===== src/rtl/l2_msg_out_queue.sv =====
// l2_msg_out_queue
//   Multi-channel output queue between the L2 controller core and the NoC
//   plane interface. Each of NCH channels owns a DEPTH-entry FIFO; the
//   channel heads are merged onto one output port tagged with a channel id.
//   Arbitration is either pure round-robin or strict priority for channel 0,
//   with round-robin among the remaining channels.
//
// Ports
//   clk        clock, all state updates on the rising edge
//   rst        asynchronous active-low reset
//   in_valid   per-channel push request
//   in_ready   per-channel space available (registered count only)
//   in_data    channel i payload at [i*WIDTH +: WIDTH]
//   out_valid  merged output holds a message
//   out_ready  consumer accepts the message
//   out_data   head payload of the granted channel (0 when idle)
//   out_ch     granted channel id (0 when idle)
//   level      per-channel occupancy, channel i at [i*CW +: CW]
module l2_msg_out_queue #(
    parameter int NCH      = 3,
    parameter int DEPTH    = 4,
    parameter int WIDTH    = 64,
    parameter int PRIO_CH0 = 0,
    parameter int CHW      = $clog2(NCH)
) (
    input  logic                                 clk,
    input  logic                                 rst,
    input  logic [NCH-1:0]                       in_valid,
    output logic [NCH-1:0]                       in_ready,
    input  logic [NCH*WIDTH-1:0]                 in_data,
    output logic                                 out_valid,
    input  logic                                 out_ready,
    output logic [WIDTH-1:0]                     out_data,
    output logic [CHW-1:0]                       out_ch,
    output logic [NCH*($clog2(DEPTH)+1)-1:0]     level
);

    localparam int PW = $clog2(DEPTH);
    localparam int CW = PW + 1;

    logic [CW-1:0]    count_q [NCH];
    logic [CW-1:0]    count_d [NCH];
    logic [PW-1:0]    wptr_q  [NCH];
    logic [PW-1:0]    wptr_d  [NCH];
    logic [PW-1:0]    rptr_q  [NCH];
    logic [PW-1:0]    rptr_d  [NCH];
    logic [CHW-1:0]   rr_last_q, rr_last_d;
    logic [CHW-1:0]   gnt_q, gnt_d;
    logic             lock_q, lock_d;
    logic [WIDTH-1:0] mem_q [NCH][DEPTH];

    logic [NCH-1:0]   req;
    logic [NCH-1:0]   push;
    logic [NCH-1:0]   pop;
    logic [CHW-1:0]   gnt;
    logic             found;
    logic             hs;

    // Arbitration and output selection, all from registered state.
    always_comb begin
        int unsigned idx;
        idx   = 0;
        gnt   = '0;
        found = 1'b0;
        for (int unsigned i = 0; i < NCH; i++) begin
            req[i]      = (count_q[i] != '0);
            in_ready[i] = (count_q[i] != CW'(DEPTH));
        end
        out_valid = |req;

        if (lock_q) begin
            // A stalled grant is held until its handshake completes.
            gnt   = gnt_q;
            found = 1'b1;
        end else if (PRIO_CH0 != 0 && req[0]) begin
            gnt   = '0;
            found = 1'b1;
        end else begin
            for (int unsigned off = 1; off <= NCH; off++) begin
                idx = 32'(rr_last_q) + off;
                if (idx >= NCH) idx = idx - NCH;
                if (!found && req[CHW'(idx)] && !(PRIO_CH0 != 0 && idx == 0)) begin
                    gnt   = CHW'(idx);
                    found = 1'b1;
                end
            end
        end

        out_ch   = out_valid ? gnt : '0;
        out_data = out_valid ? mem_q[gnt][rptr_q[gnt]] : '0;
        hs       = out_valid && out_ready;
    end

    // Next-state for FIFOs and arbiter.
    always_comb begin
        for (int unsigned i = 0; i < NCH; i++) begin
            push[i]    = in_valid[i] && in_ready[i];
            pop[i]     = hs && (gnt == CHW'(i));
            count_d[i] = count_q[i] + CW'(push[i]) - CW'(pop[i]);
            wptr_d[i]  = wptr_q[i] + PW'(push[i]);
            rptr_d[i]  = rptr_q[i] + PW'(pop[i]);
        end
        lock_d    = out_valid && !out_ready;
        gnt_d     = gnt;
        rr_last_d = rr_last_q;
        if (hs && !(PRIO_CH0 != 0 && gnt == '0)) rr_last_d = gnt;
    end

    always_ff @(posedge clk or negedge rst) begin
        if (!rst) begin
            for (int unsigned i = 0; i < NCH; i++) begin
                count_q[i] <= '0;
                wptr_q[i]  <= '0;
                rptr_q[i]  <= '0;
            end
            rr_last_q <= CHW'(NCH - 1);
            gnt_q     <= '0;
            lock_q    <= 1'b0;
        end else begin
            for (int unsigned i = 0; i < NCH; i++) begin
                count_q[i] <= count_d[i];
                wptr_q[i]  <= wptr_d[i];
                rptr_q[i]  <= rptr_d[i];
            end
            rr_last_q <= rr_last_d;
            gnt_q     <= gnt_d;
            lock_q    <= lock_d;
        end
    end

    // Payload storage needs no reset: it is only observed through a
    // non-empty count, and idle outputs are forced to zero above.
    always_ff @(posedge clk) begin
        for (int unsigned i = 0; i < NCH; i++) begin
            if (push[i]) mem_q[i][wptr_q[i]] <= in_data[i*WIDTH +: WIDTH];
        end
    end

    always_comb begin
        level = '0;
        for (int unsigned i = 0; i < NCH; i++) level[i*CW +: CW] = count_q[i];
    end

endmodule


===== config.mk =====
export PLATFORM = sky130hd
export DESIGN_NAME = l2_msg_out_queue
export DESIGN_NICKNAME = d
export VERILOG_FILES = /design/src/rtl/l2_msg_out_queue.sv
export SDC_FILE = /design/constraint.sdc
export NUM_CORES = 1
export LEC_CHECK = 0
export CORE_ASPECT_RATIO = 1.2
export CORE_MARGIN = 2
export CORE_UTILIZATION = 40
export DETAILED_ROUTE_END_ITERATION = 8
export PLACE_DENSITY = 0.68
export SLEW_MARGIN = 40
export SYNTH_ARGS = -nofsm -noshare
export SYNTH_HDL_FRONTEND = slang
export SYNTH_SLANG_ARGS = --single-unit

===== constraint.sdc =====
create_clock -name clk -period 5.5 [get_ports clk]
set_input_delay 1.1 -clock clk [delete_from_list [all_inputs] [get_ports clk]]
set_output_delay 1.1 -clock clk [all_outputs]
set_load 0.01 [all_outputs]

==> results.json, run 1 <==
{
  "outcome": "completed",
  "numPortBuffers": 276,
  "grt_usage_pct": 19.5,
  "slowest_delay_ns": 0.55,
  "synth_cells": 1887,
  "rsz0062_at_grt": "yes",
  "yosysUniqueCellTypes": 50,
  "die_h_um": 315,
  "synth_area_per_cell_um2": 17.0,
  "yosys_warnings": 0,
  "hp-class": "flop to flop",
  "timing.fmax_ghz": 0.185,
  "finalClockSkew_ns": 0.0155,
  "cts-buffers-inserted": 82,
  "drtAntennaViolNets": 0,
  "clockRootBuffer": "clkbuf_16",
  "ys_seq_area_share_pct": 73.7,
  "io_pins": 277,
  "dpl_worst_slack_ns": 0.381,
  "cts_sinks": 794,
  "rows": 113,
  "clk_latency_ns": 0.64,
  "grt_pass1_vias": 18900,
  "avgRoutedWirePerCell_um": 24.6,
  "end_kind": "primary output",
  "gp_congestion": 0.779,
  "syn-num-nets": 2098,
  "grt_pass1_wl_mm": 120,
  "die_w_um": 263,
  "drive_above_1_share_pct": 14.6,
  "post-route-drc-count": 0,
  "path_class": "flop to primary output",
  "slew_viol_final": 0,
  "final_cell_mix": "768 x edfxtp_1, 320 x mux2i_1, 276 x clkdlybuf4s50_1, 84 x clkbuf_16, 75 x nor2_1",
  "nNetsFinal": 2422,
  "cpMaxStageDelayCell": "dfstp_2",
  "initial_core_util_pct": 40.5,
  "cts.reportedPaths.clkPinSlew_ns": 0.06,
  "slew_headroom_pct": 48.8,
  "synth-edff-count": 768,
  "final_common_cell": "edfxtp_1",
  "syn-cell-area_mm2": 0.0322,
  "cts_tree": "yes",
  "ys_seq_elements": 794,
  "core_area_mm2": 0.0795,
  "placedInstanceArea_mm2": 0.0366,
  "h-tree-depth": 3,
  "required_ns": 4.40,
  "p_leak_nw": 13.6,
  "global_route.overflow_total": 0,
  "vias": 18200,
  "grt_max_degree": 109,
  "hold_violations": 0,
  "worst_ir_drop_vdd_v": 0.000591,
  "cts_max_path_buffers": 3,
  "setup_viol": 0,
  "drv_cap": 0,
  "setup_tns_ns": 0,
  "finalCritPeriodShare_pct": 98.1,
  "synthFlopType": "edfxtp_1",
  "final_cell_area_mm2": 0.0397,
  "p_total_mw": 25.0,
  "critPathArrivalTime_ns": 4.30,
  "crit_chain": "inv_1, ha_4, o31a_1, nand4b_1, o311ai_4, and3_4, o311ai_4, buf_6, buf_4, bufbuf_16, mux2i_1, mux2i_1, a32o_2, clkdlybuf4s50_1",
  "ctsHoldBuffers": 0,
  "die-area_mm2": 0.0827,
  "min_period_ns": 5.40,
  "powerDensity_mw_per_mm2": 630,
  "worst_pin_slew_ns": 0.768,
  "vias_per_cell": 5.48,
  "wirelength_mm": 81.6,
  "final_core_util_pct": 50.0,
  "finalWorstSetupSlack_ns": 0.104,
  "path_max_fanout": 11,
  "worst_setup_path_start_kind": "flop",
  "drt_pass1_iterations": 5,
  "antenna_found_initial": 19,
  "synthArstFlopShare_pct": 3.27,
  "area.growth.synth_to_final_pct": 23.4,
  "drt-initial-drc-count": 1344,
  "place_hpwl_mm": 49.8
}
==> power breakdown <==
part | leakage, nW | switching (mW) | internal (mW)
Sequential | 7.34 | 0.531 | 8.01
Clock | 1.30 | 2.27 | 3.18
Combinational | 4.98 | 6.05 | 4.97
Total | 13.6 | 8.86 | 16.2
==> flip-flops by register name, indices dropped and copies added (netlist names) <==
register and count:
mem_q 768, level 9, rptr_q 6, wptr_q 6, gnt_q 2, rr_last_q 2, lock_q 1
==> cells in the mapped netlist, types with 2 or more instances <==
master / n / area, um2
and2_1: 2 / 12.5
xnor2_1: 11 / 96.3
nor3_4: 2 / 32.5
o21ai_0: 3 / 15.0
buf_6: 9 / 101
a32o_1: 64 / 641
mux2i_1: 321 / 3210
buf_2: 22 / 110
buf_1: 5 / 18.8
a21oi_4: 2 / 32.5
and3_1: 6 / 37.5
ha_1: 10 / 125
a31oi_1: 64 / 400
dfrtp_1: 25 / 626
a21oi_1: 67 / 335
xor2_1: 8 / 70.1
fa_1: 3 / 60.1
buf_4: 9 / 67.6
clkbuf_1: 84 / 315
nand2_1: 18 / 67.6
nor3b_1: 4 / 30.0
nor3_2: 2 / 20.0
or3_1: 3 / 18.8
a21oi_2: 2 / 17.5
nor2b_1: 66 / 413
a2111oi_0: 64 / 561
nor3_1: 69 / 345
inv_1: 14 / 52.6
edfxtp_1: 768 / 23100
nor2_1: 77 / 289
mux2_2: 64 / 721
==> cells by family after synthesis <==
kind of cell,Yosys count,synth area share [%]
DFF,794,73.7
muxes,387,12.3
AOI/OAI and AO/OA,277,6.73
and+or+nand+nor,253,4.03
buffers and inverters,144,2.08
xor gates and xnor gates,19,0.517
adders and majority gates,13,0.576
==> worst max-delay path: cells and delay by family (launching register included) <==
family,cells,cell delay (ns)
AOI/OAI and AO/OA,4,0.67
and+or+nand+nor,2,0.46
adders and majority gates,1,0.34
buffers and inverters,5,1.22
DFF,1,0.55
muxes,2,0.41
==> metrics by stage <==
| step | std cells | hold slack [ns] |
|---|---|---|
| 2_1_floorplan | 1887 | 0.454 |
| 3_3_place_gp | 3138 | 0.486 |
| 3_5_place_dp | 3144 | 0.483 |
| 4_1_cts | 3301 | 0.499 |
| 5_1_grt | 3321 | 0.516 |
| 6_report | 3323 | 0.501 |
==> worst paths after layout <==
path	startpoint	end	slack (ns)	depth (start not counted)
worst max-delay path	rr_last_q[1]$_DFFE_PN1P_	out_data[63]	0.10	14
worst min register to register	rptr_q[0]$_DFF_PN0_	rptr_q[0]$_DFF_PN0_	0.50	1
min in group asynchronous	rst	level[6]$_DFF_PN0_	0.85	2
max in group asynchronous	rst	rr_last_q[1]$_DFFE_PN1P_	4.34	2
worst min-delay path	rptr_q[0]$_DFF_PN0_	rptr_q[0]$_DFF_PN0_	0.50	1
worst max register to register	rr_last_q[1]$_DFFE_PN1P_	level[8]$_DFF_PN0_	1.57	15
==> area by class of cell <==
class	instances	area (um2)
multi-input cells	949	8050
diodes	12	30.0
repair buffers	369	3890
clock inverters	51	493
well taps	1035	1290
fillers	6469	39800
clock buffers	98	2150
flip-flops and latches	794	23700
inverters	15	61.3
==> what timing repair did <==
item | CTS | global route
endpoints found under the hold margin | 0 | 0
cloned | 3 | 1
setup endpoints to repair | 64 | 63
gates resized for setup | 9 | 53
buffers inserted | 5 | 9
pin swaps | 2 | 2
==> per-layer routing <==
layer  vias up  share of wire (%)  track usage (%)
met1      9291                 39             22.9
met4        18                3.1             7.97
met2       557                 52             34.6
met5         -               0.13                0
li1       8197                  -                -
met3       150                6.1             4.26
(Power assumes the default switching activity.)
==> inputs of run 2 (changes only) <==
PLACE_DENSITY = 0.72   (was 0.68)
==> run 2 against run 1 <==
Routed wire length increased by 5.9%. Core utilization increased by 0.47 points. Non-clock buffer count shrank 1. Global-route usage rose by 0.45 points. Sequential power about the same. Critical path depth stayed put. Cell count shrank 0.27%. Critical endpoint is now out_data[56]. Highest routed layer unchanged.
==> results.json, run 2 (synthesis gave the netlist of run 1 again) <==
{
  "outcome": "completed",
  "path_max_fanout": 17,
  "gp_congestion": 0.805,
  "wirelength_mm": 86.4,
  "hold_slack_ns": 0.504,
  "ff2ff_setup_slack_ns": 1.27,
  "setup_viol": 0,
  "cts-buffers-inserted": 79,
  "clk_latency_ns": 0.63,
  "slew_headroom_pct": 46.1,
  "cts_sinks": 794,
  "multi_input_area_mm2": 0.00824,
  "largest_reg_flops": 768,
  "instances_no_fill": 3314,
  "hp-class": "flop to flop",
  "worst_setup_path_start_kind": "flop",
  "nNetsFinal": 2419,
  "io_pins": 277,
  "place_hpwl_mm": 51.5,
  "slew_viol_final": 0,
  "worst_pin_slew_ns": 0.807,
  "grt_max_degree": 100,
  "powerDensity_mw_per_mm2": 645,
  "initial_core_util_pct": 40.5,
  "min_period_ns": 5.42,
  "die_h_um": 315,
  "grt_usage_pct": 19.9,
  "cpMaxStageDelayCell": "dfstp_2",
  "critPathBufInv": 5,
  "critPathArrivalTime_ns": 4.32,
  "final_cell_area_mm2": 0.0401,
  "rows": 113,
  "final_common_cell": "edfxtp_1",
  "drive_above_1_share_pct": 15.4,
  "crit_chain": "inv_1, ha_4, o31a_1, nand4b_1, o311ai_4, a21oi_2, o2bb2ai_4, buf_12, buf_4, clkbuf_16, a2111oi_2, a31oi_1, a32o_1, clkdlybuf4s50_1",
  "post-route-drc-count": 0,
  "p_leak_nw": 13.7,
  "finalClockSkew_ns": 0.0163,
  "avgRoutedWirePerCell_um": 26.1,
  "drt_pass1_iterations": 5,
  "rsz0062_at_grt": "yes",
  "h-tree-depth": 3,
  "drt-initial-drc-count": 1595,
  "clockRootBuffer": "clkbuf_16",
  "vias_per_cell": 5.64,
  "die_w_um": 263,
  "area.growth.synth_to_final_pct": 24.6,
  "cts.reportedPaths.clkPinSlew_ns": 0.06,
  "slowest_delay_ns": 0.56,
  "placedInstanceArea_mm2": 0.0366,
  "final_cell_mix": "768 x edfxtp_1, 308 x mux2i_1, 273 x clkdlybuf4s50_1, 87 x clkbuf_16, 75 x nor2_1",
  "hold_violations": 0,
  "global_route.overflow_total": 0,
  "regArea_mm2": 0.0237,
  "end_kind": "primary output",
  "grt_pass1_vias": 19100,
  "nFillCells": 6358,
  "vias": 18700,
  "timing.fmax_ghz": 0.185,
  "finalCritPeriodShare_pct": 98.5,
  "drv_cap": 0,
  "required_ns": 4.40,
  "core_area_mm2": 0.0795,
  "p_total_mw": 25.8,
  "setup_tns_ns": 0,
  "antenna_found_initial": 16,
  "worst_ir_drop_vdd_v": 0.000538,
  "numPortBuffers": 276,
  "drtAntennaViolNets": 0,
  "cts_tree": "yes",
  "cts_max_path_buffers": 3,
  "critPathTopFamily": "compound AO/OA/AOI/OAI gates",
  "grt_pass1_wl_mm": 122,
  "dp.cells": 3137,
  "ctsHoldBuffers": 0,
  "path_class": "flop to primary output",
  "die-area_mm2": 0.0827
}
## run 2: cell count changes in the layout (fill, tap and decap cells not counted), sizes merged, moves of 3 or more
cell	change
buf	-6
bufinv	+5
clkbuf	+5
clkdlybuf4s50	-3
clkinv	-5
clkinvlp	-3
diode	-3
dlymetal6s2s	+3
## run 2: where the power goes
part | internal [mW] | switching [mW] | total (mW) | leakage (nW)
Combinational | 5.27 | 6.46 | 11.7 | 5.09
Sequential | 8.01 | 0.534 | 8.55 | 7.34
Clock | 3.33 | 2.24 | 5.57 | 1.30
Total | 16.6 | 9.23 | 25.8 | 13.7
## run 2: per-stage QoR
step | setup slack, ns | util [%]
after global routing | -0.0427 | 50.4
final | 0.0828 | 50.4
after CTS | 0.0313 | 49.7
after global placement | 0.434 | 45.9
after detailed placement | 0.290 | 46.0
after floorplan | 0.953 | -
## run 2: worst paths after layout
path | from | to | cells past startpoint
max | rr_last_q[1]$_DFFE_PN1P_ | out_data[56] | 14
min reg2reg | rptr_q[2]$_DFF_PN0_ | rptr_q[2]$_DFF_PN0_ | 1
max in group asynchronous | rst | rr_last_q[1]$_DFFE_PN1P_ | 2
max reg2reg | rr_last_q[1]$_DFFE_PN1P_ | level[8]$_DFF_PN0_ | 15
min | rptr_q[2]$_DFF_PN0_ | rptr_q[2]$_DFF_PN0_ | 1
min in group asynchronous | rst | level[6]$_DFF_PN0_ | 2
## run 2: cell type report
class | count | share of cell area (%)
inverters | 15 | 0.172
clock inverters | 45 | 1.43
flip-flops and latches | 794 | 59.2
diodes | 9 | 0.0562
well taps | 1035 | 3.23
repair inverters | 1 | 0.0219
multi-input cells | 949 | 20.6
repair buffers | 368 | 10.1
clock buffers | 98 | 5.24
## run 2: layer usage
metal  up-vias  wire [um]  global-route usage (%)
li1       8193          -                       -
met1      9563      33300                    23.7
met2       758      45300                    35.9
met3       150       5410                    3.72
met4        16       2350                    7.55
met5         -        107                       0
## run 2: repair_timing
item / in CTS / in global routing
setup buffers: 6 / 9
pin swaps: 1 / 5
setup endpoints to repair: 64 / 58
cloned: 3 / 7
resized for setup: 40 / 81
==> inputs of run 3 (changes only) <==
PLACE_DENSITY = 0.63   (was 0.72)
==> run 3 against run 2 <==
Flip-flop and latch count unchanged. Global-route usage up 0.54 points. Sequential share of layout area up 0.27 points. First-iteration DRC count down 7.8%. Combinational power about the same. Clock-buffer cell count up 2. Worst hold slack better by 0.0063 ns. Largest cell class unchanged. Highest routed layer unchanged.
==> results.json, run 3 (synthesis gave the netlist of run 1 again) <==
{
  "outcome": "completed",
  "powerDensity_mw_per_mm2": 645,
  "initial_core_util_pct": 40.5,
  "largest_reg_flops": 768,
  "nNetsFinal": 2405,
  "cts_tree": "yes",
  "r2r-end": "level[5]$_DFF_PN0_",
  "io_pins": 277,
  "ctsHoldBuffers": 0,
  "p_comb_share_pct": 45.6,
  "place_hpwl_mm": 47.5,
  "dpl_worst_slack_ns": 0.328,
  "rsz0062_at_grt": "no",
  "setup_viol": 0,
  "grt_max_degree": 107,
  "vias": 18400,
  "area.growth.synth_to_final_pct": 24.0,
  "finalCritPeriodShare_pct": 97.9,
  "p_leak_nw": 13.7,
  "hp-class": "flop to flop",
  "die_w_um": 263,
  "finalWorstSetupSlack_ns": 0.118,
  "grt_pass1_vias": 18900,
  "vias_per_cell": 5.57,
  "instances_no_fill": 3298,
  "dp.cells": 3122,
  "drt-initial-drc-count": 1471,
  "slew_viol_final": 0,
  "placedInstanceArea_mm2": 0.0364,
  "wirelength_mm": 88.0,
  "setup_tns_ns": 0,
  "drv_cap": 0,
  "grt_pass1_wl_mm": 124,
  "timing.fmax_ghz": 0.186,
  "ff2ff_setup_slack_ns": 1.60,
  "finalClockSkew_ns": 0.0234,
  "power.share.clock_pct": 21.3,
  "hold_violations": 0,
  "clockRootBuffer": "clkbuf_16",
  "nFillCells": 6507,
  "cts_max_path_buffers": 3,
  "post-route-drc-count": 0,
  "path_max_fanout": 17,
  "slew_headroom_pct": 46.6,
  "avgRoutedWirePerCell_um": 26.7,
  "cts_sinks": 794,
  "cts.reportedPaths.clkPinSlew_ns": 0.06,
  "global_route.overflow_total": 0,
  "gp_congestion": 0.797,
  "endpoint": "out_data[21]",
  "critPathArrivalTime_ns": 4.28,
  "worst_setup_path_start_kind": "flop",
  "final_common_cell": "edfxtp_1",
  "drtAntennaViolNets": 0,
  "cts-buffers-inserted": 81,
  "path_class": "flop to primary output",
  "rr_worst_depth": 16,
  "final_cell_area_mm2": 0.0399,
  "die_h_um": 315,
  "rr_startpoint": "rr_last_q[1]$_DFFE_PN1P_",
  "swShare_pct": 36.4,
  "drt_pass1_iterations": 7,
  "clk_latency_ns": 0.63,
  "antenna_found_initial": 11,
  "core_area_mm2": 0.0795,
  "cp-startpoint": "rr_last_q[1]$_DFFE_PN1P_",
  "worst_ir_drop_vdd_v": 0.000816,
  "min_period_ns": 5.38,
  "p_seq_share_pct": 33.1,
  "h-tree-depth": 3,
  "required_ns": 4.40,
  "numPortBuffers": 276,
  "intPower_mw": 16.4,
  "hold_slack_ns": 0.510,
  "p_total_mw": 25.7,
  "grt_usage_pct": 20.5,
  "die-area_mm2": 0.0827,
  "end_kind": "primary output",
  "final_cell_mix": "768 x edfxtp_1, 319 x mux2i_1, 260 x clkdlybuf4s50_1, 90 x clkbuf_16, 75 x nor2_1",
  "power.net_switching_mw": 9.37,
  "worst_pin_slew_ns": 0.801,
  "rows": 113,
  "final_core_util_pct": 50.2,
  "drive_above_1_share_pct": 14.4
}
[run 3: timing repair]
action / in CTS / in global routing
gates resized for setup: 61 / 63
buffers inserted: 10 / 6
setup endpoints to repair: 64 / 63
pin swaps: 3 / 4
gates cloned: 4 / 6
[run 3: power groups by stage]
stage                     Clock (mW)  Sequential (mW)  Combinational, mW
after floorplan                    0             8.50               6.23
after global placement             0             8.68               10.4
after detailed placement           0             8.63               10.7
after CTS                       5.58             8.52               11.5
after global routing            5.82             8.62               12.4
final                           5.48             8.52               11.7
[run 3: how the worst min path moves through the flow]
stage | from | slack (ns) | end | depth (start not counted)
after floorplan | rptr_q[4]$_DFF_PN0_ | 0.45 | rptr_q[4]$_DFF_PN0_ | 1
after global placement | rptr_q[4]$_DFF_PN0_ | 0.49 | rptr_q[4]$_DFF_PN0_ | 1
after detailed placement | rptr_q[4]$_DFF_PN0_ | 0.48 | rptr_q[4]$_DFF_PN0_ | 1
after CTS | rptr_q[4]$_DFF_PN0_ | 0.50 | rptr_q[4]$_DFF_PN0_ | 1
after global routing | rr_last_q[1]$_DFFE_PN1P_ | 0.54 | rr_last_q[1]$_DFFE_PN1P_ | 2
final | rr_last_q[1]$_DFFE_PN1P_ | 0.51 | rr_last_q[1]$_DFFE_PN1P_ | 2
[run 3: worst max-delay path, cell delays in order (launching register included)]
cell             delay, ns
dfstp_2               0.56
inv_1                 0.10
ha_4                  0.30
o31a_1                0.13
nand4b_1              0.15
o311ai_4              0.16
a21oi_2               0.25
o2bb2ai_4             0.21
mux2_4                0.40
a21oi_4               0.18
buf_6                 0.17
buf_12                0.19
a32o_1                0.25
clkdlybuf4s50_1       0.56
[run 3: metal layers]
metal	part of all wire, %	vias to the layer above	track usage [%]	wire, um
met4	2.6	16	7.21	2300
met1	40	9474	25.2	35300
met5	0.12	-	0	103
li1	-	8165	-	-
met2	51	587	36.2	45200
met3	5.8	137	3.82	5110
[run 3: layout make-up]
type,count,area (um2),area share [%]
Sequential cell,794,23700,59.5
Multi-Input combinational cell,950,8280,20.8
Timing Repair Buffer,352,3860,9.68
Clock buffer,100,2210,5.55
Tap cell,1035,1290,3.25
Clock inverter,46,432,1.08
Inverter,15,61.3,0.154
Antenna cell,6,15.0,0.0376
